===== src/rtl/clock_pkg.sv =====
// clock_pkg: FSM state encoding, BCD limits and BCD increment helper for tick_time_counter
package clock_pkg;
   localparam logic [1:0] ST_STOPPED = 2'd0;
   localparam logic [1:0] ST_RUNNING = 2'd1;
   localparam logic [1:0] ST_SETTING = 2'd2;
   typedef enum logic [1:0] {
      STOPPED = ST_STOPPED,
      RUNNING = ST_RUNNING,
      SETTING = ST_SETTING
   } state_t;
   localparam logic [7:0] SEC_MAX  = 8'h59;
   localparam logic [7:0] MIN_MAX  = 8'h59;
   localparam logic [7:0] HOUR_MAX = 8'h23;
   function automatic logic [7:0] bcd_inc(input logic [7:0] v);
      return (v[3:0] == 4'd9) ? {v[7:4] + 4'd1, 4'd0} : {v[7:4], v[3:0] + 4'd1};
   endfunction
endpackage


===== src/rtl/bcd_mod_counter.sv =====
// bcd_mod_counter: two-digit BCD counter wrapping MAX_BCD -> 00 with a carry pulse on wrap
module bcd_mod_counter import clock_pkg::*; #(
   parameter logic [7:0] MAX_BCD = 8'h59
) (
   input  logic       clk,
   input  logic       rst,
   input  logic       clr,
   input  logic       inc,
   output logic [7:0] value,
   output logic       carry
);
   assign carry = inc & ~clr & (value == MAX_BCD);
   // clear wins over increment; a wrapping increment lands on 00
   always_ff @(posedge clk)
      value <= (rst | clr | carry) ? 8'h00 : inc ? bcd_inc(value) : value;
endmodule


===== src/rtl/tick_time_counter.sv =====
// tick_time_counter: 24 h HH:MM:SS BCD clock with run/stop, clear and set mode; ALARM_EN adds the alarm pulse
module tick_time_counter import clock_pkg::*; #(
   parameter int TICK_DIV      = 1,
   parameter bit START_RUNNING = 1'b0
) (
   input  logic       clk,
   input  logic       rst,
   input  logic       tick,
   input  logic       run,
   input  logic       clear,
   input  logic       set_en,
   input  logic       inc_hour,
   input  logic       inc_min,
   input  logic [7:0] alarm_hour,
   input  logic [7:0] alarm_min,
   output logic [7:0] sec_bcd,
   output logic [7:0] min_bcd,
   output logic [7:0] hour_bcd,
   output logic       running,
   output logic       day_wrap,
   output logic       alarm
);
   state_t     state, state_n;
   logic [7:0] div;
   logic       last_div, cnt_tick, sec_inc, sec_carry, min_carry, hour_carry;
   assign last_div = div == 8'(TICK_DIV - 1);
   assign cnt_tick = (state == RUNNING) & tick;
   assign sec_inc  = cnt_tick & last_div;
   // state register
   always_ff @(posedge clk)
      state <= rst ? (START_RUNNING ? RUNNING : STOPPED) : state_n;
   // mode selection: set_en dominates, otherwise run chooses RUNNING or STOPPED
   always_comb begin
      state_n = STOPPED;
      running = 1'b0;
      state_n = set_en ? SETTING : run ? RUNNING : STOPPED;
      running = state == RUNNING;
   end
   // tick prescaler; cleared on clear and while setting so counting resumes after a full period
   always_ff @(posedge clk)
      div <= (rst | clear | set_en) ? 8'h00 : cnt_tick ? (last_div ? 8'h00 : div + 8'h01) : div;
   bcd_mod_counter #(.MAX_BCD(SEC_MAX)) u_sec (
      .clk(clk), .rst(rst), .clr(clear | set_en), .inc(sec_inc),
      .value(sec_bcd), .carry(sec_carry)
   );
   bcd_mod_counter #(.MAX_BCD(MIN_MAX)) u_min (
      .clk(clk), .rst(rst), .clr(clear), .inc(set_en ? inc_min : sec_carry),
      .value(min_bcd), .carry(min_carry)
   );
   bcd_mod_counter #(.MAX_BCD(HOUR_MAX)) u_hour (
      .clk(clk), .rst(rst), .clr(clear), .inc(set_en ? inc_hour : min_carry),
      .value(hour_bcd), .carry(hour_carry)
   );
   // day wrap pulse aligned with the 00:00:00 display; hour wraps from setting do not count
   always_ff @(posedge clk)
      day_wrap <= ~rst & ~set_en & hour_carry;
`ifdef ALARM_EN
   logic rolled;
   // flag a counted seconds rollover so the compare sees the updated hour/minute
   always_ff @(posedge clk)
      rolled <= ~rst & sec_carry;
   assign alarm = rolled & (hour_bcd == alarm_hour) & (min_bcd == alarm_min);
`else
   assign alarm = 1'b0 & ^{alarm_hour, alarm_min};
`endif
endmodule


===== config.mk =====
export PLATFORM = sky130hd
export DESIGN_NAME = tick_time_counter
export DESIGN_NICKNAME = d
export VERILOG_FILES = /design/src/rtl/clock_pkg.sv /design/src/rtl/bcd_mod_counter.sv /design/src/rtl/tick_time_counter.sv
export SDC_FILE = /design/constraint.sdc
export NUM_CORES = 1
export LEC_CHECK = 0
export ABC_AREA = 0
export BUFFER_PORTS_ARGS = -buffer_cell sky130_fd_sc_hd__buf_2
export CORE_AREA = 2 2 73 75
export DETAILED_ROUTE_END_ITERATION = 10
export DIE_AREA = 0 0 75 77
export HOLD_SLACK_MARGIN = 0.05
export PLACE_DENSITY = 0.68
export SLEW_MARGIN = 20
export SYNTH_ARGS = -nofsm -noshare
export SYNTH_HDL_FRONTEND = slang
export SYNTH_SLANG_ARGS = --single-unit

===== constraint.sdc =====
create_clock -name clk -period 2.4 [get_ports clk]
set_input_delay 0.72 -clock clk [delete_from_list [all_inputs] [get_ports clk]]
set_output_delay 0.72 -clock clk [all_outputs]
set_load 0.01 [all_outputs]

# Word level (Yosys, flattened, before mapping)
# Index checks and enable logic that the tools add are counted.
dict set report totals {
  register_bits 35
  in_bits 24
  elab_cells 58
}
dict set report classes {
  n_addsub 7
  n_eq_ne 7
  mux 8
  n_bitwise 21
  n_reduce_logical 5
}
# cell n
set ops {}
lappend ops {{4-bit by 1-bit adder with 4-bit output, second input constant} 6}
lappend ops {{8-bit by 7-bit == test with 1-bit output, second input constant} 2}
lappend ops {{4-bit == test, second input constant} 3}
lappend ops {{4-bit 2-to-1 mux} 3}
lappend ops {{1-bit bitwise AND} 10}
lappend ops {{8-bit by 1-bit adder with 8-bit output, second input constant} 1}
lappend ops {{8-bit by 6-bit == test with 1-bit output, second input constant} 1}
lappend ops {{8-bit logical NOT} 1}
lappend ops {{8-bit 2-to-1 mux} 1}
lappend ops {{1-bit bitwise OR} 7}
lappend ops {{2-bit AND reduction} 3}
lappend ops {{1-bit NOT} 4}
lappend ops {{1-bit 2-to-1 mux} 3}
lappend ops {{2-bit by 1-bit == test with 1-bit output, second input constant} 1}
lappend ops {{2-bit 2-to-1 mux} 1}
lappend ops {{2-bit OR reduction} 1}

# Logic depth before layout (Yosys ltp)
# Gate-level depths: netlist of the first run.
dict set report logic_depth {
  depth_word 12
  ltp_mapped 8
  ltp_nobuf 7
}

# Hierarchy
# From an unflattened synthesis of the first run, not the netlist that was laid out.
dict set report unflattened {
  cells_unflattened 209
  hier_area_um2 1891.8
}
# module n_inst cells_per_inst area_per_inst_um2
set by_module_without_submodules {}
lappend by_module_without_submodules {{bcd_mod_counter at u_min ...} 2 50 437.9}
lappend by_module_without_submodules {tick_time_counter 1 58 560.5}
lappend by_module_without_submodules {{bcd_mod_counter at u_hour} 1 51 455.4}

# Worst setup path before layout of the first run
# OpenSTA, ideal clock, no wires.
dict set report synth_timing {
  kind {reg-to-reg}
  from {register u_min.value[1]}
  to {register u_hour.value[2]}
  setup_ps 70
  t_arrival_ps 2030
  slack_ps 300
  path_stages_with_launch 7
  path_buffers 1
  cell_sequence {dfxtp_1 -> nand4bb_1 -> buf_2 -> or3_4 -> o31a_1 -> or4_1 -> a21oi_1}
}
dict set report synth_via {
  elab_chain_cells 6
}
# element line_no
set synth_lines {}
lappend synth_lines {{start: declaration} bcd_mod_counter.sv:9} ;# output logic [7:0] value,
lappend synth_lines {{start signal: assignment} bcd_mod_counter.sv:15} ;# value <= (rst | clr | carry) ? 8'h00 : inc ? bcd_inc(value) : value;
lappend synth_lines {{8-bit by 7-bit == test with 1-bit output (*)} bcd_mod_counter.sv:12} ;# assign carry = inc & ~clr & (value == MAX_BCD);
lappend synth_lines {{1-bit bitwise AND (*)} bcd_mod_counter.sv:12}
lappend synth_lines {{1-bit 2-to-1 mux (*)} tick_time_counter.sv:51} ;# .clk(clk), .rst(rst), .clr(clear), .inc(set_en ? inc_hour : min_carry),
lappend synth_lines {{1-bit bitwise AND (2 in a row)} bcd_mod_counter.sv:12}
lappend synth_lines {{1-bit bitwise OR} bcd_mod_counter.sv:15}
lappend synth_lines {{end signal: assignment} bcd_mod_counter.sv:15}
lappend synth_lines {{end: declaration} bcd_mod_counter.sv:9}
# Mark *: on every way between the ends. The rest lies on a longest branch, timed or not.
# A chain may end at the register's enable or synchronous reset.

# Final worst setup path of the first run
dict set report layout_timing {
  from {register u_sec.value[4]}
  to {register u_hour.value[2]}
}
dict set report layout_via {
  elab_chain_cells 9
}
# element line_no
set layout_lines {}
lappend layout_lines {{start: declaration} bcd_mod_counter.sv:9}
lappend layout_lines {{start signal: assignment} bcd_mod_counter.sv:15}
lappend layout_lines {{8-bit by 7-bit == test with 1-bit output (*)} bcd_mod_counter.sv:12}
lappend layout_lines {{1-bit bitwise AND (*)} bcd_mod_counter.sv:12}
lappend layout_lines {{1-bit 2-to-1 mux (*)} tick_time_counter.sv:47} ;# .clk(clk), .rst(rst), .clr(clear), .inc(set_en ? inc_min : sec_carry),
lappend layout_lines {{1-bit bitwise AND (*) (2 in a row)} bcd_mod_counter.sv:12}
lappend layout_lines {{1-bit 2-to-1 mux (*)} tick_time_counter.sv:51}
lappend layout_lines {{1-bit bitwise AND (2 in a row)} bcd_mod_counter.sv:12}
lappend layout_lines {{1-bit bitwise OR} bcd_mod_counter.sv:15}
# Marked as above.

==> key figures, run 1 <==
Status
  – Outcome: completed

STA
  – Clock Skews: 0.00780 ns
  – Tcrit/Tclk final: 92.1%
  – Slew Limit Fails: 0
  – RSZ-0062 raised after global routing: no
  – Fin crit period: 2.21 ns
  – Setup TNS: 0 ns
  – Fmax: 452 MHz
  – Max_slew headroom: 66.8%
  – Least-Margin Pin Slew: 0.491 ns
  – Final setup fails: 0
  – Final Hold Viols: 0

Clocking
  – Maximum clock insertion buffer count: 2
  – CTS Buf Count: 5
  – Clock-pin transition on the worst setup and hold timing paths: 0.07 ns
  – CTS root buffer: clkbuf_8
  – Clock Sink Count: 35
  – Worst-Skew Late Latency: 0.29 ns
  – CTS tree: yes
  – H-tree levels: 2

Worst setup path
  – Crit path buffers/inverters: 0
  – WP data required: 2.62 ns
  – Critical Path End Type: flop
  – R2r setup slk: roughly 0.19 ns
  – Crit path depth: 6
  – R2R cell count: 6
  – Max FO, Critical Path: 7
  – Slowest cell on crit path: or4_1
  – Family with the most delay on the worst path: simple AND/OR/NAND/NOR gates
  – Worst Path Arrival: between 2 and 2.5 ns
  – Crit path largest cell delay: between 0.5 and 0.6 ns
  – Crit-path cells: ha_1 > nor4bb_1 > nand3_1 > o31a_1 > or4_1 > a21oi_1
  – Crit path kind: reg -> reg
  – CP Launch Type: flop

Global routing
  – Initial antenna violation count: 0
  – Number of global-route vias before repair: ~1.5k
  – First-pass GRT wire length: 6670 um
  – Gr usage total: around 15%
  – Largest net degree at the start of global routing: 11
  – Grt total ovfl: 0

Power and ir drop
  – Pwr Density: 493 nW/um^2
  – Design Power: 1.08 mW
  – Maximum VDD drop: 289 uV
  – P_leak: 0.810 nW

Placement
  – Placed Area: 2090 sq um
  – Placed insts: 322
  – Placer Congestion: 0.880
  – Post-DP HPWL: roughly 2900 um
  – Port bufs: 33

Layout
  – Cell area after layout: 2180 sq um
  – Layout cells sized above 1: 22.8%
  – Finished Layout Cells: 329
  – Nets: about 290
  – Synth-to-Final Area Change: 23.8%
  – Antenna Cells: 0

Synthesis
  – Top cell type's share of synthesized area: 39.7%
  – Yosys reg bits: 35
  – FFs w/ async S/R, synth: 0%
  – Synthesized area per cell: 8.36 sq um
  – Post-synth cell types: 41
  – Synth Instances: 211
  – Post-synth top flop: dfxtp_1
  – Ys Warns: 0
  – Top-count cell post-synth: dfxtp_1
  – Cell taking the most area after synthesis: dfxtp_1
  – Synth cell count leaders: dfxtp_1 (35), nor2_1 (22), a21oi_1 (15)
  – Mapped Area: between 1500 and 2000 sq um
  – Post-Syn Nets: 243
  – EDFF count, synth: 0
  – Synth top area cells: dfxtp_1 (40%), ha_1 (5.7%), nor2_1 (4.7%)
  – Sequential share of the synthesized area: roughly two fifths

Min path
  – Min-Delay Path Depth: 2
  – HP Class: reg -> reg

Routing
  – Pre-Repair DR Iteration Count: 4
  – DRT antenna net count: 0
  – Vias per inst: 5.02
  – Drc violations: 0
  – Routed via count: 1,652
  – Starting DRC count in detailed routing: 56
  – Total routed wirelength: 3950 um
  – WL/cell: approximately 12 um

Floorplanning
  – Die Y: 77 um
  – Initial Util: 35.4%
  – Core area: 4980 sq um
  – Die footprint: 5780 sq um
  – Core Rows: 26
  – Io pins: 51
  – Die X: 75 um

Flow run
  – Max-cap violations: 0
## where the power goes
group	internal (mW)	total [mW]	switching [mW]
clock	0.225	0.436	0.210
sequential	0.584	0.587	0.00371
combinational	0.0223	0.0543	0.0320
## final timing paths
| path | to | startpoint |
|---|---|---|
| hold reg to reg | u_min.value[7]$_SDFFE_PP0P_ | u_min.value[7]$_SDFFE_PP0P_ |
| setup / recovery | u_hour.value[2]$_SDFFE_PP0N_ | u_sec.value[4]$_SDFFE_PP0P_ |
| hold / removal | u_min.value[7]$_SDFFE_PP0P_ | u_min.value[7]$_SDFFE_PP0P_ |
| setup reg to reg | u_hour.value[2]$_SDFFE_PP0N_ | u_sec.value[4]$_SDFFE_PP0P_ |
## worst min-delay path, stage by stage (launching register included)
cell and delay, ns:
dfxtp_1 0.33, o31ai_1 0.07, a21oi_1 0.05
## routing by layer
metal / GRT usage, % / part of all wire (%)
met1: 19.0 / 47
met2: 22.6 / 47
met3: 3.81 / 4.6
met4: 5.54 / 1.8
met5: 0 / 0
## registers in the layout (all words and copies together) (netlist names)
signal        cells
u_min.value       8
day_wrap          1
div               8
u_hour.value      8
state             2
u_sec.value       8
## what timing repair did
item / in CTS / in global routing
hold buffers: 0 / 0
buffers inserted: 0 / 0
gates resized for setup: 0 / 1
setup endpoints to repair: 0 / 2
## area by class of cell
type / count / area [sq um]
Timing Repair Buffer: 46 / 263
Fill cell: 506 / 2790
Inverter: 12 / 45.0
Sequential cell: 35 / 701
Clock inverter: 1 / 5.00
Multi-Input combinational cell: 159 / 1000
Tap cell: 70 / 87.6
Clock buffer: 6 / 82.6
## stage by stage
| stage | worst slack (ns) | hold slack, ns | util (%) |
|---|---|---|---|
| floorplan | 0.300 | 0.482 | - |
| global placement | 0.118 | 0.481 | 42.0 |
| detailed placement | 0.0891 | 0.486 | 42.0 |
| CTS | 0.167 | 0.500 | 43.8 |
| global route | 0.0214 | 0.511 | 43.9 |
| finish | 0.189 | 0.499 | 43.9 |
## layout by cell type, fill, tap and decap left out, drive strengths merged, types with 4 or more instances in the layout
master and instances:
a21oi 15, buf 46, nand3 7, nor3 9, o21ai 14, dfxtp 35
o31ai 4, clkbuf 6, inv 12, or3 7, nor2 22, nor2b 7
xor2 5, xnor2 6, nand2 14, nand4 8, or4 5, ha 8
## cells by family (layout without fill, tap and decap cells)
logic type | after synthesis | after routing | share of synthesized area [%]
AOI/OAI and AO/OA | 44 | 44 | 15.3
xor gates and xnor gates | 11 | 11 | 5.46
adders and majority gates | 8 | 8 | 5.67
DFF | 35 | 35 | 39.7
and+or+nand+nor | 95 | 95 | 29.7
other | 1 | 1 | 0.213
buffers and inverters | 17 | 65 | 3.90
Note: power is estimated with default switching activity, not from simulation.
==> inputs of run 2 (changes only) <==
--- a/config.mk
+++ b/config.mk
@@ -7,11 +7,13 @@
 export LEC_CHECK = 0
 export ABC_AREA = 0
 export BUFFER_PORTS_ARGS = -buffer_cell sky130_fd_sc_hd__buf_2
-export CORE_AREA = 2 2 73 75
+export CELL_PAD_IN_SITES_DETAIL_PLACEMENT = 0
+export CELL_PAD_IN_SITES_GLOBAL_PLACEMENT = 1
+export CORE_AREA = 2 2 74 76
 export DETAILED_ROUTE_END_ITERATION = 10
-export DIE_AREA = 0 0 75 77
+export DIE_AREA = 0 0 76 78
 export HOLD_SLACK_MARGIN = 0.05
-export PLACE_DENSITY = 0.68
+export PLACE_DENSITY = 0.84
 export SLEW_MARGIN = 20
 export SYNTH_ARGS = -nofsm -noshare
 export SYNTH_HDL_FRONTEND = slang
==> run 2 against run 1 <==
Routed wire length fell by 2.4%. Sequential cell count did not move. Setup slack better by 0.033 ns. Maximum frequency rose by 1.5%. Via count fell by 1.6%. Worst hold slack better by 0.0010 ns. Sequential power is essentially flat. Die area grew 2.6%. Cell area grew 0.11%. First-iteration DRC count rose by 23%. Critical path type unchanged. Largest cell class unchanged.
==> key figures, run 2 (synthesis results as in run 1) <==
Global routing
  – Largest net degree at the start of global routing: 12 (was 11)
  – Initial antenna violation count: 0 (unchanged)
  – Gr usage total: 14.0% (was 14.6%)
  – First-pass GRT wire length: 6630 um (was 6670 um)
  – Grt total ovfl: 0 (unchanged)
  – Number of global-route vias before repair: 1,431 (was 1,497)

STA
  – Tcrit/Tclk final: 90.7% (was 92.1%)
  – Fmax: 459 MHz (was 452 MHz)
  – Least-Margin Pin Slew: 0.498 ns (was 0.491 ns)
  – Final Hold Viols: 0 (unchanged)
  – RSZ-0062 raised after global routing: no (unchanged)
  – Fin crit period: 2.18 ns (was 2.21 ns)
  – Final WS setup: 0.223 ns (was 0.189 ns)
  – Max_slew headroom: 66.4% (was 66.8%)
  – Setup TNS: 0 ns (unchanged)
  – Fin Hold WS: 0.500 ns (was 0.499 ns)
  – Clock Skews: 0.00593 ns (was 0.00780 ns)
  – Final setup fails: 0 (unchanged)
  – Slew Limit Fails: 0 (unchanged)

Layout
  – Commonest cells after routing, fill and taps aside: dfxtp_1 (35), buf_2 (33), nor2_1 (22) (unchanged)
  – Antenna Cells: 0 (unchanged)
  – Commonest non-fill, non-tap cell in the layout: dfxtp_1 (unchanged)
  – Synth-to-Final Area Change: 23.9% (was 23.8%)
  – Nets: 288 (was 291)
  – Layout cells sized above 1: 21.8% (was 22.8%)

Worst setup path
  – Crit-path cells: inv_1 > ha_1 > nor4b_2 > nand3_1 > o31a_1 > or4_1 > a21oi_1 (was ha_1 > nor4bb_1 > nand3_1 > o31a_1 > or4_1 > a21oi_1)
  – RR Endpoint: u_hour.value[2]$_SDFFE_PP0N_ (unchanged)
  – Crit path depth: 7 (was 6)
  – Crit path kind: reg -> reg (unchanged)
  – Slowest cell on crit path: or4_1 (unchanged)
  – R2R cell count: 7 (was 6)
  – Reg-to-reg critical path startpoint: div[0]$_SDFFE_PP0N_ (was u_sec.value[4]$_SDFFE_PP0P_)
  – Max FO, Critical Path: 7 (unchanged)
  – Critical Path End Type: flop (unchanged)
  – Crit path largest cell delay: 0.52 ns (about the same)
  – WP data required: 2.62 ns (about the same)
  – Crit path buffers/inverters: 1 (was 0)
  – CP endpoint: u_hour.value[2]$_SDFFE_PP0N_ (unchanged)
  – Worst Path Arrival: 2.40 ns (was 2.43 ns)
  – Family with the most delay on the worst path: simple AND/OR/NAND/NOR gates (unchanged)
  – Worst setup path startpoint: div[0]$_SDFFE_PP0N_ (was u_sec.value[4]$_SDFFE_PP0P_)
  – CP Launch Type: flop (unchanged)
  – R2r setup slk: 0.22 ns (was 0.19 ns)

Clocking
  – Hold Buf Count CTS: 0 (unchanged)
  – Maximum clock insertion buffer count: 2 (unchanged)
  – CTS tree: yes (unchanged)
  – CTS root buffer: clkbuf_8 (unchanged)
  – Worst-Skew Late Latency: 0.29 ns (about the same)
  – Postcts setup bufs: 0 (unchanged)
  – Clock-pin transition on the worst setup and hold timing paths: 0.07 ns (about the same)
  – Cts repair resizes: 0 (unchanged)
  – Clock Sink Count: 35 (unchanged)
  – CTS Buf Count: 5 (unchanged)
  – H-tree levels: 2 (unchanged)

Floorplanning
  – Io pins: 51 (unchanged)
  – Die footprint: 5930 sq um (was 5780 sq um)
  – Core area: 5040 sq um (was 4980 sq um)
  – Die X: 76 um (was 75 um)
  – Initial Util: 35.0% (was 35.4%)
  – Die Y: 78 um (was 77 um)
  – Core Rows: 26 (unchanged)

Routing
  – DRT antenna net count: 0 (unchanged)
  – Drc violations: 0 (unchanged)
  – Total routed wirelength: 3860 um (was 3950 um)
  – Routed via count: 1,626 (was 1,652)
  – Starting DRC count in detailed routing: 69 (was 56)
  – Pre-Repair DR Iteration Count: 4 (unchanged)
  – Vias per inst: 4.97 (was 5.02)
  – WL/cell: 11.8 um (was 12.0 um)

Power and ir drop
  – Maximum VDD drop: 287 uV (was 289 uV)
  – P_leak: 0.812 nW (was 0.810 nW)
  – Pwr Density: 543 nW/um^2 (was 493 nW/um^2)

Status
  – Outcome: completed (unchanged)

Placement
  – Place WS: 0.123 ns (was 0.0891 ns)
  – Post-DP HPWL: 2830 um (was 2880 um)
  – Placer Congestion: 0.795 (was 0.880)
  – Port bufs: 33 (unchanged)

Flow run
  – Max-cap violations: 0 (unchanged)

Min path
  – Min-Delay Path Depth: 2 (unchanged)
  – HP Class: reg -> reg (unchanged)
[run 2: cell types whose count changed in the layout (fill, tap and decap cells not counted), sizes merged]
cell	change
bufinv	+1
buf	-3
[run 2: layout make-up]
type / instances / area, sq um
inverters: 12 / 45.0
fillers: 501 / 2860
flip-flops and latches: 35 / 701
well taps: 70 / 87.6
clock inverters: 2 / 35.0
multi-input cells: 159 / 995
clock buffers: 6 / 82.6
repair buffers: 43 / 240
[run 2: worst min path at each step]
stage	from	endpoint
after floorplan	div[6]$_SDFFE_PP0N_	div[6]$_SDFFE_PP0N_
after global placement	u_sec.value[3]$_SDFFE_PP0N_	u_sec.value[3]$_SDFFE_PP0N_
after detailed placement	u_min.value[7]$_SDFFE_PP0P_	u_min.value[7]$_SDFFE_PP0P_
after CTS	u_min.value[7]$_SDFFE_PP0P_	u_min.value[7]$_SDFFE_PP0P_
after global routing	u_min.value[7]$_SDFFE_PP0P_	u_min.value[7]$_SDFFE_PP0P_
final	u_min.value[7]$_SDFFE_PP0P_	u_min.value[7]$_SDFFE_PP0P_
[run 2: power breakdown]
part	switching (mW)	total (mW)	internal [mW]
registers	0.00331	0.587	0.584
logic	0.0319	0.0516	0.0197
clock network	0.212	0.548	0.336
[run 2: metal layers]
metal / up-vias / wire [um] / track usage [%]
met4: 0 / 82 / 8.91
met5: - / 0 / 0
met2: 35 / 1680 / 19.5
met1: 738 / 1940 / 19.1
li1: 847 / - / -
met3: 6 / 151 / 3.72
[run 2: worst register-to-register path, cell delays in order, from the launching register on]
cell and delay (ns):
dfxtp_1 0.36, inv_1 0.07, ha_1 0.14, nor4b_2 0.25
nand3_1 0.24, o31a_1 0.41, or4_1 0.52, a21oi_1 0.12
[run 2: metrics by stage]
step | utilization (%) | cells | total power [mW] | instance area [sq um]
floorplan | - | 211 | 0.628 | 1760
global placement | 41.0 | 319 | 0.652 | 2070
detailed placement | 41.0 | 319 | 0.652 | 2070
CTS | 43.3 | 327 | 1.22 | 2190
global route | 43.3 | 327 | 1.25 | 2190
finish | 43.3 | 327 | 1.19 | 2190
==> inputs of run 3 (changes only) <==
--- a/config.mk
+++ b/config.mk
@@ -9,12 +9,13 @@
 export BUFFER_PORTS_ARGS = -buffer_cell sky130_fd_sc_hd__buf_2
 export CELL_PAD_IN_SITES_DETAIL_PLACEMENT = 0
 export CELL_PAD_IN_SITES_GLOBAL_PLACEMENT = 1
-export CORE_AREA = 2 2 74 76
+export CORE_AREA = 2 2 77 79
 export DETAILED_ROUTE_END_ITERATION = 10
-export DIE_AREA = 0 0 76 78
+export DIE_AREA = 0 0 79 81
 export HOLD_SLACK_MARGIN = 0.05
-export PLACE_DENSITY = 0.84
+export PLACE_DENSITY = 0.81
 export SLEW_MARGIN = 20
 export SYNTH_ARGS = -nofsm -noshare
 export SYNTH_HDL_FRONTEND = slang
+export SYNTH_HIERARCHICAL = 1
 export SYNTH_SLANG_ARGS = --single-unit
==> run 3 against run 2 <==
The flow now finishes with violations (negative setup slack). Non-clock buffer count up 36. Sequential share of layout area down 5.8 points. Maximum frequency down 24%. Combinational power up 48%. Worst hold slack worse by 0.0053 ns. Register-to-register slack worse by 0.69 ns. First-iteration DRC count down 62%. Sequential power about the same. Synthesized cell count down 0.95%. Core utilization up 3.9 points. Clock-buffer cell count up 1. Setup slack worse by 0.69 ns. Largest cell class unchanged. Highest routed layer unchanged.
==> key figures, run 3 <==
Status
  – Outcome: finished, violations left (was completed)
  – Failing checks: negative setup slack

Placement
  – Post-DP HPWL: 3070 um (was 2830 um)
  – Placed insts: 344 (was 319)
  – Placed Area: 2380 sq um (was 2070 sq um)
  – Port bufs: 33 (unchanged)
  – Place WS: -0.650 ns (was 0.123 ns)
  – Placer Congestion: 0.805 (was 0.795)

Synthesis
  – Synth Instances: 209 (was 211)
  – Post-synthesis mux area share: 2.78% (was 0%)
  – Post-synth cell types: 40 (was 41)
  – Synth top area cells: dfxtp_1 (37%), ha_1 (5.3%), a21oi_1 (4.2%) (was dfxtp_1 (40%), ha_1 (5.7%), nor2_1 (4.7%))
  – Adder-cell area share of the yosys netlist: 5.29% (was 5.67%)
  – Top cell type's share of synthesized area: 37.0% (was 39.7%)
  – Simple-Gate Fraction of Synth Area: 30.6% (was 29.7%)
  – Mapped Area: 1890 sq um (was 1760 sq um)
  – Main combinational cell family by area after synthesis: simple AND/OR/NAND/NOR gates (unchanged)
  – Xor and xnor fraction of the mapped netlist area: 3.24% (was 5.46%)
  – Ys Warns: 6 (was 0)
  – Cell taking the most area after synthesis: dfxtp_1 (unchanged)
  – Post-synth top flop: dfxtp_1 (unchanged)
  – Synthesized area per cell: 9.05 sq um (was 8.36 sq um)
  – Post-Syn Nets: 241 (was 243)
  – Synth cell count leaders: dfxtp_1 (35), a21oi_1 (16), nand2_1 (14) (was dfxtp_1 (35), nor2_1 (22), a21oi_1 (15))
  – FFs w/ async S/R, synth: 0% (unchanged)
  – Sequential share of the synthesized area: 37.0% (was 39.7%)
  – EDFF count, synth: 0 (unchanged)
  – Yosys reg bits: 35 (unchanged)
  – Top-count cell post-synth: dfxtp_1 (unchanged)
  – Compound-cell area share of the yosys netlist: 16.3% (was 15.3%)

Power and ir drop
  – Psw: 0.259 mW (was 0.248 mW)
  – Clock network power share: 38.7% (was 46.2%)
  – P_leak: 1.10 nW (was 0.812 nW)
  – Part of the power in registers: 54.2% (was 49.5%)
  – Pwr Density: 405 nW/um^2 (was 543 nW/um^2)
  – Maximum VDD drop: 250 uV (was 287 uV)
  – Proportion of power drawn by combinational gates: 7.0% (was 4.3%)
  – Net Sw Frac: 23.9% (was 20.9%)
  – Design Power: 1.08 mW (was 1.19 mW)
  – Internal Power: 0.826 mW (was 0.939 mW)

Global routing
  – Largest net degree at the start of global routing: 15 (was 12)
  – Gr usage total: 14.2% (was 14.0%)
  – Number of global-route vias before repair: 1,673 (was 1,431)
  – Initial antenna violation count: 0 (unchanged)
  – First-pass GRT wire length: 7160 um (was 6630 um)
  – Grt total ovfl: 0 (unchanged)

Floorplanning
  – Core area: 5680 sq um (was 5040 sq um)
  – Die Y: 81 um (was 78 um)
  – Io pins: 51 (unchanged)
  – Initial Util: 33.3% (was 35.0%)
  – Die X: 79 um (was 76 um)
  – Die footprint: 6400 sq um (was 5930 sq um)
  – Core Rows: 28 (was 26)

STA
  – Final setup fails: 18 (was 0)
  – Slew Limit Fails: 0 (unchanged)
  – Fmax: 349 MHz (was 459 MHz)
  – RSZ-0062 raised after global routing: yes (was no)
  – Clock Skews: 0.00860 ns (was 0.00593 ns)
  – Final Hold Viols: 0 (unchanged)
  – Fin crit period: 2.87 ns (was 2.18 ns)
  – Final WS setup: -0.467 ns (was 0.223 ns)
  – Fin Hold WS: 0.495 ns (was 0.500 ns)
  – Tcrit/Tclk final: 119% (was 90.7%)
  – Setup TNS: -5.48 ns (was 0 ns)

Layout
  – Layout cells sized above 1: 39.0% (was 21.8%)
  – Util after Layout: 47.2% (was 43.3%)
  – Nets: 321 (was 288)
  – Fillers: 559 (was 501)
  – Storage element area: 703 sq um (was 701 sq um)
  – Commonest non-fill, non-tap cell in the layout: buf_4 (was dfxtp_1)
  – Antenna Cells: 0 (unchanged)
  – Finished Layout Cells: 365 (was 327)
  – Commonest cells after routing, fill and taps aside: buf_4 (42), dfxtp_1 (33), buf_2 (33) (was dfxtp_1 (35), buf_2 (33), nor2_1 (22))
  – Multi-input gate area: 1220 sq um (was 995 sq um)
  – Synth-to-Final Area Change: 41.7% (was 23.9%)
  – Cell area after layout: 2680 sq um (was 2190 sq um)

Worst setup path
  – WP data required: 2.63 ns (was 2.62 ns)
  – Worst Path Arrival: 3.10 ns (was 2.40 ns)
  – Crit path largest cell delay: 0.48 ns (was 0.52 ns)
  – Crit-path cells: inv_2 > ha_1 > or4b_4 > nor3_4 > nand4b_1 > nor3_2 > mux2_4 > nand4b_1 > nor3_2 > mux2_4 > nand4b_4 > or4_4 > a21oi_2 (was inv_1 > ha_1 > nor4b_2 > nand3_1 > o31a_1 > or4_1 > a21oi_1)
  – Max FO, Critical Path: 7 (unchanged)
  – Crit path buffers/inverters: 1 (unchanged)
  – CP Launch Type: flop (unchanged)
  – Family with the most delay on the worst path: simple AND/OR/NAND/NOR gates (unchanged)
  – Critical Path End Type: flop (unchanged)
  – Slowest cell on crit path: or4b_4 (was or4_1)
  – Crit path kind: reg -> reg (unchanged)

Routing
  – Drc violations: 0 (unchanged)
  – DRT antenna net count: 0 (unchanged)
  – Vias per inst: 5.01 (was 4.97)
  – Pre-Repair DR Iteration Count: 6 (was 4)
  – WL/cell: 12.1 um (was 11.8 um)
  – Routed via count: 1,828 (was 1,626)
  – Starting DRC count in detailed routing: 26 (was 69)
  – Total routed wirelength: 4430 um (was 3860 um)

Clocking
  – CTS tree: yes (unchanged)
  – H-tree levels: 2 (unchanged)
  – Clock Sink Count: 35 (unchanged)
  – CTS Buf Count: 5 (unchanged)
  – CTS root buffer: clkbuf_8 (unchanged)
  – Worst-Skew Late Latency: 0.29 ns (about the same)
  – Maximum clock insertion buffer count: 2 (unchanged)
  – Clock-pin transition on the worst setup and hold timing paths: 0.08 ns (was 0.07 ns)

Min path
  – HP Class: reg -> reg (unchanged)

Flow run
  – Max-cap violations: 0 (unchanged)
[run 3: cell count changes in the layout (fill, tap and decap cells not counted), sizes merged, moves of 4 or more]
cell,previous run,this run
buf,43,79
nor2,22,12
nand4,8,1
and4b,0,5
nand4b,0,4
o21ai,14,10
o31ai,4,8
[run 3: logic make-up (layout without fill, tap and decap cells)]
| kind of cell | count (synthesis) | in the layout |
|---|---|---|
| AO/OA/AOI/OAI | 44 | 44 |
| flip-flops | 35 | 35 |
| adder cells (fa/ha/maj) | 8 | 8 |
| AND/OR/NAND/NOR | 91 | 91 |
| XOR/XNOR | 7 | 7 |
| multiplexers | 5 | 5 |
| other | 1 | 1 |
| buffers and inverters | 18 | 99 |
[run 3: per-layer routing]
layer  share of wire [%]  vias up  global-route usage, %
li1                    -      927                      -
met1                  45      861                   17.0
met2                  48       33                   23.3
met3                 4.4        7                   4.56
met4                 2.1        0                   6.21
met5                   0        -                      0
[run 3: tightest hold or removal path: stages (launching register included)]
cell     delay (ns)
dfxtp_1        0.34
nand2_1        0.06
mux2i_1        0.05
[run 3: final cells by class]
cell class / instances / share of cell area [%]
multi-input combinational: 156 / 45.6
sequential: 35 / 26.2
timing repair buffer: 79 / 19.9
tap: 75 / 3.50
clock buffer: 7 / 2.85
inverter: 12 / 1.68
clock inverter: 1 / 0.187
[run 3: final timing paths]
path / start / slack (ns) / end / depth (start not counted)
max: div[0]$_SDFFE_PP0P_ / -0.47 / u_hour/value[7]$_SDFFE_PP0P_ / 13
min: u_min/value[7]$_SDFFE_PP0P_ / 0.49 / u_min/value[7]$_SDFFE_PP0P_ / 2
max reg2reg: div[0]$_SDFFE_PP0P_ / -0.47 / u_hour/value[7]$_SDFFE_PP0P_ / 13
min reg2reg: u_min/value[7]$_SDFFE_PP0P_ / 0.49 / u_min/value[7]$_SDFFE_PP0P_ / 2
[run 3: power groups by stage]
stage	Combinational (mW)	Clock, mW	Sequential, mW
CTS	0.0676	0.439	0.588
floorplan	0.0364	0	0.601
finish	0.0764	0.420	0.588
global route	0.0828	0.459	0.589
detailed placement	0.0651	0	0.601
global placement	0.0647	0	0.601
[run 3: timing repair]
action,CTS,global route
endpoints found under the setup margin,13,19
gates resized for setup,7,17
hold buffers,0,0
pin swaps,9,6
setup buffers,9,4
